<file path="config.mk">
export PLATFORM = sky130hd
export DESIGN_NAME = interrupt_arbiter
export DESIGN_NICKNAME = d
export VERILOG_FILES = /design/src/rtl/interrupt_arbiter.sv
export SDC_FILE = /design/constraint.sdc
export NUM_CORES = 1
export LEC_CHECK = 0
export BUFFER_PORTS_ARGS = -buffer_cell sky130_fd_sc_hd__buf_2
export CORE_ASPECT_RATIO = 1.25
export CORE_MARGIN = 2
export CORE_UTILIZATION = 63
export CTS_BUF_LIST = sky130_fd_sc_hd__clkbuf_8
export CTS_CLUSTER_DIAMETER = 100
export DETAILED_ROUTE_END_ITERATION = 10
export PLACE_DENSITY = 0.95
export SETUP_SLACK_MARGIN = 0.4
export SYNTH_ARGS = -nofsm -noshare
export SYNTH_HDL_FRONTEND = slang
export SYNTH_SLANG_ARGS = --single-unit
</file>
<file path="constraint.sdc">
create_clock -name zic_clk -period 10.9 [get_ports zic_clk]
set_clock_uncertainty 0.1 [all_clocks]
set_input_delay 1.09 -clock zic_clk [delete_from_list [all_inputs] [get_ports zic_clk]]
set_output_delay 1.09 -clock zic_clk [all_outputs]
set_load 0.05 [all_outputs]
</file>
<file path="src/rtl/interrupt_arbiter.sv">
// Priority arbiter and claim/complete sequencer for the external interrupt lines.
// Picks the highest-priority eligible source, requests the CPU, and tracks one handler at a time.
module interrupt_arbiter #(
  parameter int NUM_SRC = 48,
  parameter int ID_BASE = 16
) (
  input  logic                   zic_clk,
  input  logic                   zic_rst,
  input  logic                   wdt_reset_i,
  input  logic [NUM_SRC-1:0]     pending_i,
  input  logic                   pending_valid_i,
  input  logic [2*NUM_SRC-1:0]   priority_i,
  input  logic [1:0]             threshold_i,
  input  logic                   global_en_i,
  output logic                   irq_req_o,
  output logic [7:0]             irq_id_o,
  input  logic                   irq_ack_i,
  input  logic                   irq_done_i,
  output logic                   ack_o,
  output logic [7:0]             ack_id_o,
  output logic                   active_o
);

  localparam int IDX_W = $clog2(NUM_SRC);

  typedef enum logic [1:0] {IDLE, REQ, SERVICE, HOLDOFF} state_t;

  state_t             state, next_state;
  logic [IDX_W-1:0]   src_q, src_d;
  logic               hold_cnt, hold_cnt_d;

  logic [NUM_SRC-1:0] eligible;
  logic               win_found;
  logic [IDX_W-1:0]   win_idx;
  logic [1:0]         win_prio;
  logic [7:0]         win_id;
  logic               src_eligible;

  logic               req_d, ack_d, active_d;
  logic [7:0]         id_d, ack_id_d;

  // Ascending scan with a strict compare keeps the lowest index on priority ties.
  // NOTE: combinational blocks use blocking '=' and assign every output a default first, so no latch is inferred.
  always_comb begin
    eligible  = '0;
    win_found = 1'b0;
    win_idx   = '0;
    win_prio  = '0;
    for (int n = 0; n < NUM_SRC; n++) begin
      eligible[n] = pending_valid_i & global_en_i & pending_i[n] &
                    (priority_i[2*n +: 2] > threshold_i);
      if (eligible[n] && (!win_found || (priority_i[2*n +: 2] > win_prio))) begin
        win_found = 1'b1;
        win_idx   = IDX_W'(n);
        win_prio  = priority_i[2*n +: 2];
      end
    end
  end

  assign win_id       = 8'(ID_BASE) + 8'(win_idx);
  assign src_eligible = eligible[src_q];

  // State and registered outputs.
  // NOTE: sequential state uses non-blocking '<=' so every flop samples pre-edge values.
  always_ff @(posedge zic_clk or negedge zic_rst) begin
    if (!zic_rst) begin
      state     <= IDLE;
      src_q     <= '0;
      hold_cnt  <= 1'b0;
      irq_req_o <= 1'b0;
      irq_id_o  <= '0;
      ack_o     <= 1'b0;
      ack_id_o  <= '0;
      active_o  <= 1'b0;
    end else begin
      state     <= next_state;
      src_q     <= src_d;
      hold_cnt  <= hold_cnt_d;
      irq_req_o <= req_d;
      irq_id_o  <= id_d;
      ack_o     <= ack_d;
      ack_id_o  <= ack_id_d;
      active_o  <= active_d;
    end
  end

  // Next-state logic; ack outranks withdrawal while requesting.
  always_comb begin
    next_state = state;
    if (wdt_reset_i) begin
      next_state = IDLE;
    end else begin
      case (state)
        IDLE:    if (win_found) next_state = REQ;
        REQ: begin
          if (irq_ack_i)          next_state = SERVICE;
          else if (!src_eligible) next_state = IDLE;
        end
        SERVICE: if (irq_done_i) next_state = HOLDOFF;
        HOLDOFF: if (hold_cnt)   next_state = IDLE;
        default:                 next_state = IDLE;
      endcase
    end
  end

  // Next values of the registered outputs, derived from the transition being taken.
  always_comb begin
    req_d      = (next_state == REQ);
    active_d   = (next_state == SERVICE);
    ack_d      = (state == REQ) && (next_state == SERVICE);
    hold_cnt_d = (state == HOLDOFF) && (next_state == HOLDOFF);
    src_d      = (state == IDLE) ? win_idx : src_q;

    if (next_state == IDLE)
      id_d = '0;
    else if (state == IDLE)
      id_d = win_id;
    else
      id_d = irq_id_o;

    if (ack_d)
      ack_id_d = irq_id_o;
    else if (wdt_reset_i)
      ack_id_d = '0;
    else
      ack_id_d = ack_id_o;
  end

endmodule
</file>
==> results of run 1 <==
[cell families after synthesis]
kind of cell	synth area share [%]
AO/OA/AOI/OAI	29.5
adder cells (fa/ha/maj)	22.7
buffers and inverters	5.81
flip-flops	7.51
multiplexers	7.83
other	0.0433
AND/OR/NAND/NOR	26.7
[synthesized netlist by cell type, drive strengths merged, types with 21 or more instances]
master	number	share of area (%)
nor2	139	6.1
dfrtp	26	7.5
nand3	32	1.8
mux2	21	2.8
o21ai	52	3.0
nand2	136	5.9
inv	96	4.2
ha	152	22
nor2b	56	4.0
o2111ai	40	4.8
a21oi	62	3.8
nor3	31	2.2
[metrics by stage]
step | cells | setup TNS [ns] | setup slack, ns | hold WS (ns) | area [um^2]
floorplan | 1153 | -541.61 | -42.00 | 0.330 | 9370
global placement | 1845 | -535.02 | -41.39 | 0.340 | 13100
==> impl_metrics.env, run 1 <==
export IMPL_outcome="did not finish"
export IMPL_stop_stage="3_5_place_dp"
export IMPL_first_error="[ERROR DPL-0033] detailed placement checks failed during check placement."
export IMPL_synth_cell_area_um2=8660
export IMPL_floorplan_io_pins=172
export IMPL_synth_cell_type_count=96
export IMPL_placementRows=47
export IMPL_initial_utilization_pct=64.9
export IMPL_synth_sequential_area_ratio_pct=7.51
export IMPL_synthesis_instances=1152
export IMPL_yosysWarningCount=0
export IMPL_chipWidth_um=109
export IMPL_dieHeight_um=135
export IMPL_synthArstFlopShare_pct=100
export IMPL_postSynthRegisterBits=26
export IMPL_place_congestion=0.978
export IMPL_post_synthesis_average_cell_area_um2=7.52
export IMPL_portBuffers=169
export IMPL_detailedPlacementHpwl_um=40600
export IMPL_synth_edff_count=0
export IMPL_yosys_most_used_dff="dfrtp_1"
==> inputs of run 2 (changes only) <==
==> config.mk (replaced) <==
export PLATFORM = sky130hd
export DESIGN_NAME = interrupt_arbiter
export DESIGN_NICKNAME = d
export VERILOG_FILES = /design/src/rtl/interrupt_arbiter.sv
export SDC_FILE = /design/constraint.sdc
export NUM_CORES = 1
export LEC_CHECK = 0
export BUFFER_PORTS_ARGS = -buffer_cell sky130_fd_sc_hd__buf_2
export CORE_MARGIN = 2
export CORE_UTILIZATION = 40
export DETAILED_ROUTE_END_ITERATION = 10
export PLACE_DENSITY_LB_ADDON = 0.15
export SYNTH_ARGS = -nofsm -noshare
export SYNTH_HDL_FRONTEND = slang
export SYNTH_SLANG_ARGS = --single-unit
==> impl_metrics.env, run 2 <==
export IMPL_crit_start="threshold_i[1]"
export IMPL_synth_top_family_by_area="compound AO/OA/AOI/OAI gates"
export IMPL_rsz0062_at_grt="true"
export IMPL_fin_nets=2100
export IMPL_portBuffers=169
export IMPL_layout_area_overhead_vs_synth_pct=74.2
export IMPL_yosysWarningCount=0
export IMPL_reg_top3="ack_id_o: 7 flops, irq_id_o: 7 flops, src_q: 6 flops"
export IMPL_violation_count_after_the_first_detailed_routing_iteration=529
export IMPL_placementRows=53
export IMPL_crit_end="irq_id_o[1]$_DFFE_PN0P_"
export IMPL_postRouteWirelength_um=33800
export IMPL_layout_cells_most_common="buf_4"
export IMPL_post_route_min_period_ns=53.39
export IMPL_mostFrequentLayoutCells="buf_4 (488), buf_2 (168), nand2_1 (121)"
export IMPL_global_route_usage_total_pct=26.8
export IMPL_yosys_most_used_dff="dfrtp_1"
export IMPL_max_slew_worst_pin_slew_ns=1.06
export IMPL_worst_r2r_path_depth=10
export IMPL_library_cell_appearing_most_often_on_the_critical_path="ha_4"
export IMPL_violations="setup timing"
export IMPL_final_period_utilization_pct=490
export IMPL_antenna_found_initial=1
export IMPL_insertion_delay_to_the_later_sink_of_the_worst_skew_pair_ns=0.26
export IMPL_vias_per_cell=5.54
export IMPL_synth_fa_ha_area_share_pct=22.7
export IMPL_finalSetupViolCount=13
export IMPL_synth_edff_count=0
export IMPL_cellLeakagePower_nw=7.52
export IMPL_core_region_area_um2=21200
export IMPL_timing_final_max_slew_violations=0
export IMPL_initial_utilization_pct=40.9
export IMPL_post_synth_top_count_cell="ha_1"
export IMPL_r2r_end="ack_id_o[5]$_DFFE_PN0P_"
export IMPL_overflow=0
export IMPL_setup_worst_path_start_class="primary input"
export IMPL_yosys_top_cells_area="ha_1 (22%), dfrtp_1 (7.5%), nor2_1 (6.0%)"
export IMPL_pre_cts_slack_ns=-43.25
export IMPL_cts_buffer_depth=2
export IMPL_synth_commonest_cells="ha_1 (152), nor2_1 (138), nand2_1 (136)"
export IMPL_place_congestion=0.915
export IMPL_setup_ws_ns=-42.49
export IMPL_chipWidth_um=151
export IMPL_num_antenna_cells=0
export IMPL_timing_hold_violations_final=0
export IMPL_synth_area_in_compound_gates_pct=29.5
export IMPL_synth_simple_gate_area_share_pct=26.7
export IMPL_critical_path_arrival_ns=53.41
export IMPL_critical_path_max_fanout=6
export IMPL_synth_xor_area_share_pct=0
export IMPL_yosys_area_top_type_share_pct=22.0
export IMPL_wire_length_of_the_first_global_routing_pass_um=50300
export IMPL_drt_pass1_iter_count=5
export IMPL_power_per_cell_area_nw_per_um2=116
export IMPL_die_ar_um2=22800
export IMPL_routed_via_count=11500
export IMPL_layout_drive_gt1_share_pct=54.5
export IMPL_fmax_ghz=0.0187
export IMPL_number_of_cells_after_detailed_placement=1981
export IMPL_post_synthesis_average_cell_area_um2=7.52
export IMPL_yosys_mux_area_fraction_pct=7.83
export IMPL_postSynthRegisterBits=26
export IMPL_cap_viol_max_count=0
export IMPL_synth_cell_type_count=96
export IMPL_hold_path_class="register to register"
export IMPL_post_drt_wl_per_cell_um=16.3
export IMPL_tritoncts_clock_tree="built"
export IMPL_timing_slew_headroom_pct=29.1
export IMPL_clock_pin_slew_on_the_worst_setup_and_hold_paths_ns=0.06
export IMPL_synth_cell_area_um2=8660
export IMPL_postRouteAntennaNets=0
export IMPL_synth_sequential_area_ratio_pct=7.51
export IMPL_dieHeight_um=151
export IMPL_floorplan_io_pins=172
export IMPL_tritoncts_num_buffers=3
export IMPL_grt_max_degree=62
export IMPL_first_global_vias=10700
export IMPL_outcome="finished, violations left"
export IMPL_path_class="primary input to register"
export IMPL_synth_top_cell_by_area="ha_1"
export IMPL_synthArstFlopShare_pct=100
export IMPL_critical_path_reg2reg_startpoint="src_q[0]$_DFFE_PN0P_"
export IMPL_detailedPlacementHpwl_um=25400
export IMPL_timing_reg2reg_setup_slack_ns=6.71
export IMPL_cts_root_buffer="clkbuf_16"
export IMPL_fill_cells=1618
export IMPL_cts_sink_count=26
export IMPL_remaining_drc_errors=0
export IMPL_critical_path_slowest_cell="or4_4"
export IMPL_worstSetupEndpointType="register"
export IMPL_max_vdd_ir_drop_v=0.0000747
export IMPL_worst_path_largest_cell_delay_ns=0.53
export IMPL_worst_endpoint_required_ns=10.93
export IMPL_htree_num_levels=1
export IMPL_synthesis_instances=1152
export IMPL_post_route_insts_no_fill=2069
## run 2: cell counts after synthesis
Identical to the previous run, type by type.
## run 2: critical path, delay by kind of cell
family,cells,cell delay (ns)
buf+inv,18,1.90
fa+ha+maj,54,14.39
mux,16,4.91
simple gates,108,12.52
compound gates,113,18.44
## run 2: how the worst min path moves through the flow
stage / endpoint / slack, ns / cells after the start / from
after detailed placement: hold_cnt$_DFF_PN0_ / 0.35 / 1 / hold_cnt$_DFF_PN0_
after global routing: hold_cnt$_DFF_PN0_ / 0.42 / 1 / hold_cnt$_DFF_PN0_
final: hold_cnt$_DFF_PN0_ / 0.40 / 1 / hold_cnt$_DFF_PN0_
after CTS: hold_cnt$_DFF_PN0_ / 0.36 / 1 / hold_cnt$_DFF_PN0_
after floorplan: hold_cnt$_DFF_PN0_ / 0.33 / 1 / hold_cnt$_DFF_PN0_
after global placement: hold_cnt$_DFF_PN0_ / 0.35 / 1 / hold_cnt$_DFF_PN0_
## run 2: metal layers
layer | up-vias | global-route usage (%) | wire (um) | share of wire [%]
met1 | 5473 | 35.7 | 15000 | 44
met4 | 0 | 3.79 | 652 | 1.9
met3 | 50 | 1.48 | 1270 | 3.7
li1 | 5651 | - | - | -
met5 | - | 0 | 0 | 0
met2 | 289 | 48.8 | 16900 | 50
## run 2: logic make-up after synthesis
kind of cell    count (synthesis)
compound gates                329
mux                            46
simple gates                  472
fa+ha+maj                     158
other cells                     1
buf+inv                       120
flops                          26
## run 2: stage by stage
step | power, mW | cell area, um^2 | hold WS (ns) | TNS [ns] | util, %
after floorplan | 0.914 | 9370 | 0.330 | -541.61 | -
after global routing | 1.88 | 15100 | 0.425 | -584.82 | 71.3
after CTS | 1.50 | 13900 | 0.361 | -551.67 | 65.7
after detailed placement | 1.36 | 13500 | 0.352 | -558.99 | 63.7
final | 1.75 | 15100 | 0.396 | -549.10 | 71.3
after global placement | 1.33 | 13500 | 0.345 | -543.59 | 63.7
## run 2: layout make-up
cell class / instances / area, um^2 / share of cell area [%]
well taps: 275 / 344 / 2.28
multi-input cells: 1007 / 9080 / 60.1
flip-flops and latches: 26 / 651 / 4.31
repair buffers: 661 / 4560 / 30.2
inverters: 96 / 367 / 2.43
clock buffers: 4 / 88.8 / 0.589
## run 2: where the power goes
group	internal (mW)	switching (mW)	leakage [nW]
clock	0.0562	0.0332	0.0442
sequential	0.118	0.0560	0.342
combinational	0.778	0.706	7.14
## run 2: timing repair
action / 4_1_cts / 5_1_grt
endpoints found under the setup margin: 13 / 13
gates resized for setup: 20 / 166
hold endpoints to repair: 0 / 0
pin swaps: 48 / 197
hold buffers: 0 / 0
setup buffers: 35 / 51
(Power assumes the default switching activity.)
==> inputs of run 3 (changes only) <==
--- a/config.mk
+++ b/config.mk
@@ -5,8 +5,8 @@
 export SDC_FILE = /design/constraint.sdc
 export NUM_CORES = 1
 export LEC_CHECK = 0
-export BUFFER_PORTS_ARGS = -buffer_cell sky130_fd_sc_hd__buf_2
-export CORE_MARGIN = 2
+export BUFFER_PORTS_ARGS = -buffer_cell sky130_fd_sc_hd__buf_4
+export CORE_MARGIN = 5
 export CORE_UTILIZATION = 40
 export DETAILED_ROUTE_END_ITERATION = 10
 export PLACE_DENSITY_LB_ADDON = 0.15
==> impl_metrics.env, run 3 (synthesis results as in run 2) <==
export IMPL_fill_cells=1604
export IMPL_total_power_mw=1.80
export IMPL_critical_path_max_fanout=6
export IMPL_floorplan_io_pins=172
export IMPL_hold_path_depth=1
export IMPL_post_drt_wl_per_cell_um=16.8
export IMPL_worst_path_largest_cell_delay_ns=0.53
export IMPL_fmax_ghz=0.0185
export IMPL_setup_ws_ns=-43.19
export IMPL_cell_family_contributing_the_most_delay_on_the_critical_path="compound AO/OA/AOI/OAI gates"
export IMPL_critical_path_arrival_ns=54.11
export IMPL_postRouteWirelength_um=34700
export IMPL_postRouteAntennaNets=0
export IMPL_p_int_mw=1.00
export IMPL_violations="setup timing"
export IMPL_placementRows=53
export IMPL_dieHeight_um=157
export IMPL_power_sequential_fraction_pct=8.9
export IMPL_overflow=0
export IMPL_place_congestion=0.916
export IMPL_hold_path_startpoint="hold_cnt$_DFF_PN0_"
export IMPL_grt_max_degree=62
export IMPL_timing_reg2reg_setup_slack_ns=6.67
export IMPL_critical_path_slowest_cell="or4_4"
export IMPL_hold_slack_ns=0.363
export IMPL_timing_final_max_slew_violations=0
export IMPL_library_cell_appearing_most_often_on_the_critical_path="ha_4"
export IMPL_critical_path_reg2reg_startpoint="src_q[1]$_DFFE_PN0P_"
export IMPL_max_vdd_ir_drop_v=0.0000971
export IMPL_holdBufCountCts=0
export IMPL_pwr_share_comb_pct=85.3
export IMPL_finalSetupViolCount=13
export IMPL_reg_top3="ack_id_o: 7 flops, irq_id_o: 7 flops, src_q: 6 flops"
export IMPL_final_period_utilization_pct=496
export IMPL_post_route_insts_no_fill=2066
export IMPL_layout_cells_most_common="buf_4"
export IMPL_antenna_found_initial=0
export IMPL_cts_sink_count=26
export IMPL_insertion_delay_to_the_later_sink_of_the_worst_skew_pair_ns=0.26
export IMPL_critical_path_n_buffers_inverters=14
export IMPL_routed_via_count=11600
export IMPL_layout_drive_gt1_share_pct=54.6
export IMPL_detailedPlacementHpwl_um=26200
export IMPL_layout_area_overhead_vs_synth_pct=79.0
export IMPL_worst_endpoint_required_ns=10.93
export IMPL_power_frac_clock_pct=5.8
export IMPL_rsz0062_at_grt="true"
export IMPL_setup_tns_ns=-557.73
export IMPL_switching_component_of_the_power_mw=0.799
export IMPL_mostFrequentLayoutCells="buf_4 (655), nand2_1 (120), ha_1 (119)"
export IMPL_power_per_cell_area_nw_per_um2=116
export IMPL_cts_buffer_depth=2
export IMPL_timing_slew_headroom_pct=34.3
export IMPL_num_antenna_cells=0
export IMPL_pre_cts_slack_ns=-43.34
export IMPL_path_class="primary input to register"
export IMPL_worst_r2r_path_depth=10
export IMPL_clock_pin_slew_on_the_worst_setup_and_hold_paths_ns=0.06
export IMPL_cellLeakagePower_nw=7.66
export IMPL_die_ar_um2=24700
export IMPL_cap_viol_max_count=0
export IMPL_placed_cell_area_um2=13800
export IMPL_final_util_pct=73.3
export IMPL_htree_num_levels=1
export IMPL_setup_worst_path_start_class="primary input"
export IMPL_violation_count_after_the_first_detailed_routing_iteration=537
export IMPL_switching_share_pct=44.4
export IMPL_worstSetupEndpointType="register"
export IMPL_tritoncts_num_buffers=3
export IMPL_remaining_drc_errors=0
export IMPL_global_route_usage_total_pct=25.2
export IMPL_timing_hold_violations_final=0
export IMPL_tritoncts_clock_tree="built"
export IMPL_final_area_um2=15500
export IMPL_vias_per_cell=5.60
export IMPL_max_slew_worst_pin_slew_ns=0.981
export IMPL_hold_path_class="register to register"
export IMPL_drt_pass1_iter_count=5
export IMPL_r2r_end="ack_id_o[0]$_DFFE_PN0P_"
export IMPL_outcome="finished, violations left"
export IMPL_core_region_area_um2=21200
export IMPL_number_of_cells_after_detailed_placement=1972
export IMPL_wire_length_of_the_first_global_routing_pass_um=52900
export IMPL_fin_nets=2097
export IMPL_portBuffers=169
export IMPL_initial_utilization_pct=40.9
export IMPL_cts_root_buffer="clkbuf_16"
export IMPL_chipWidth_um=157
export IMPL_min_to="hold_cnt$_DFF_PN0_"
export IMPL_first_global_vias=11400
export IMPL_post_route_min_period_ns=54.09
run 3: changes by cell type in the layout (fill, tap and decap cells not counted), moves of 3 or more:
| cell | change |
|---|---|
| buf_2 | -168 |
| nor3_1 | -4 |
| o21ai_1 | +3 |
| a21oi_1 | -3 |
| a21oi_2 | +3 |
| nor3_2 | +5 |
| buf_4 | +167 |
run 3: worst max-delay path by stage:
stage,startpoint,endpoint,slack [ns],cells past startpoint
final,threshold_i[1],irq_id_o[1]$_DFFE_PN0P_,-43.19,311
after global routing,threshold_i[1],irq_id_o[1]$_DFFE_PN0P_,-45.99,311
after CTS,threshold_i[1],irq_id_o[1]$_DFFE_PN0P_,-42.38,307
after detailed placement,threshold_i[1],irq_id_o[1]$_DFFE_PN0P_,-43.34,304
after global placement,threshold_i[1],irq_id_o[1]$_DFFE_PN0P_,-41.92,304
after floorplan,threshold_i[1],irq_id_o[1]$_DFFE_PN0P_,-42.00,305
run 3: timing repair:
action                     in CTS  in global routing
cloned                          0                  0
resized for setup              32                147
pin swaps                      61                240
setup buffers                  50                 42
setup endpoints to repair      13                 13
run 3: power by group through the flow:
stage / sequential [mW] / combinational [mW] / clock, mW
floorplan: 0.178 / 0.736 / 0
detailed placement: 0.160 / 1.22 / 0
global route: 0.163 / 1.66 / 0.111
CTS: 0.159 / 1.31 / 0.106
global placement: 0.160 / 1.20 / 0
finish: 0.160 / 1.53 / 0.105
run 3: cell type report:
type / instances / area, um^2 / share of cell area [%]
flip-flops and latches: 26 / 651 / 4.20
well taps: 275 / 344 / 2.22
repair buffers: 658 / 4950 / 31.9
clock buffers: 3 / 75.1 / 0.484
inverters: 96 / 367 / 2.36
clock inverters: 1 / 30.0 / 0.194
multi-input cells: 1007 / 9090 / 58.6
run 3: worst register-to-register path, delay by kind of cell, from the launching register on:
kind	cells	cell delay [ns]
DFF	1	0.96
muxes	3	1.42
AOI/OAI and AO/OA	3	0.37
and+or+nand+nor	4	1.27
run 3: per-layer routing:
metal	vias up	share of wire [%]	global-route usage (%)
met4	0	2.2	5.28
met3	63	4.8	1.98
met2	353	50	44.9
met5	-	0	0
li1	5655	-	-
met1	5490	43	33.4
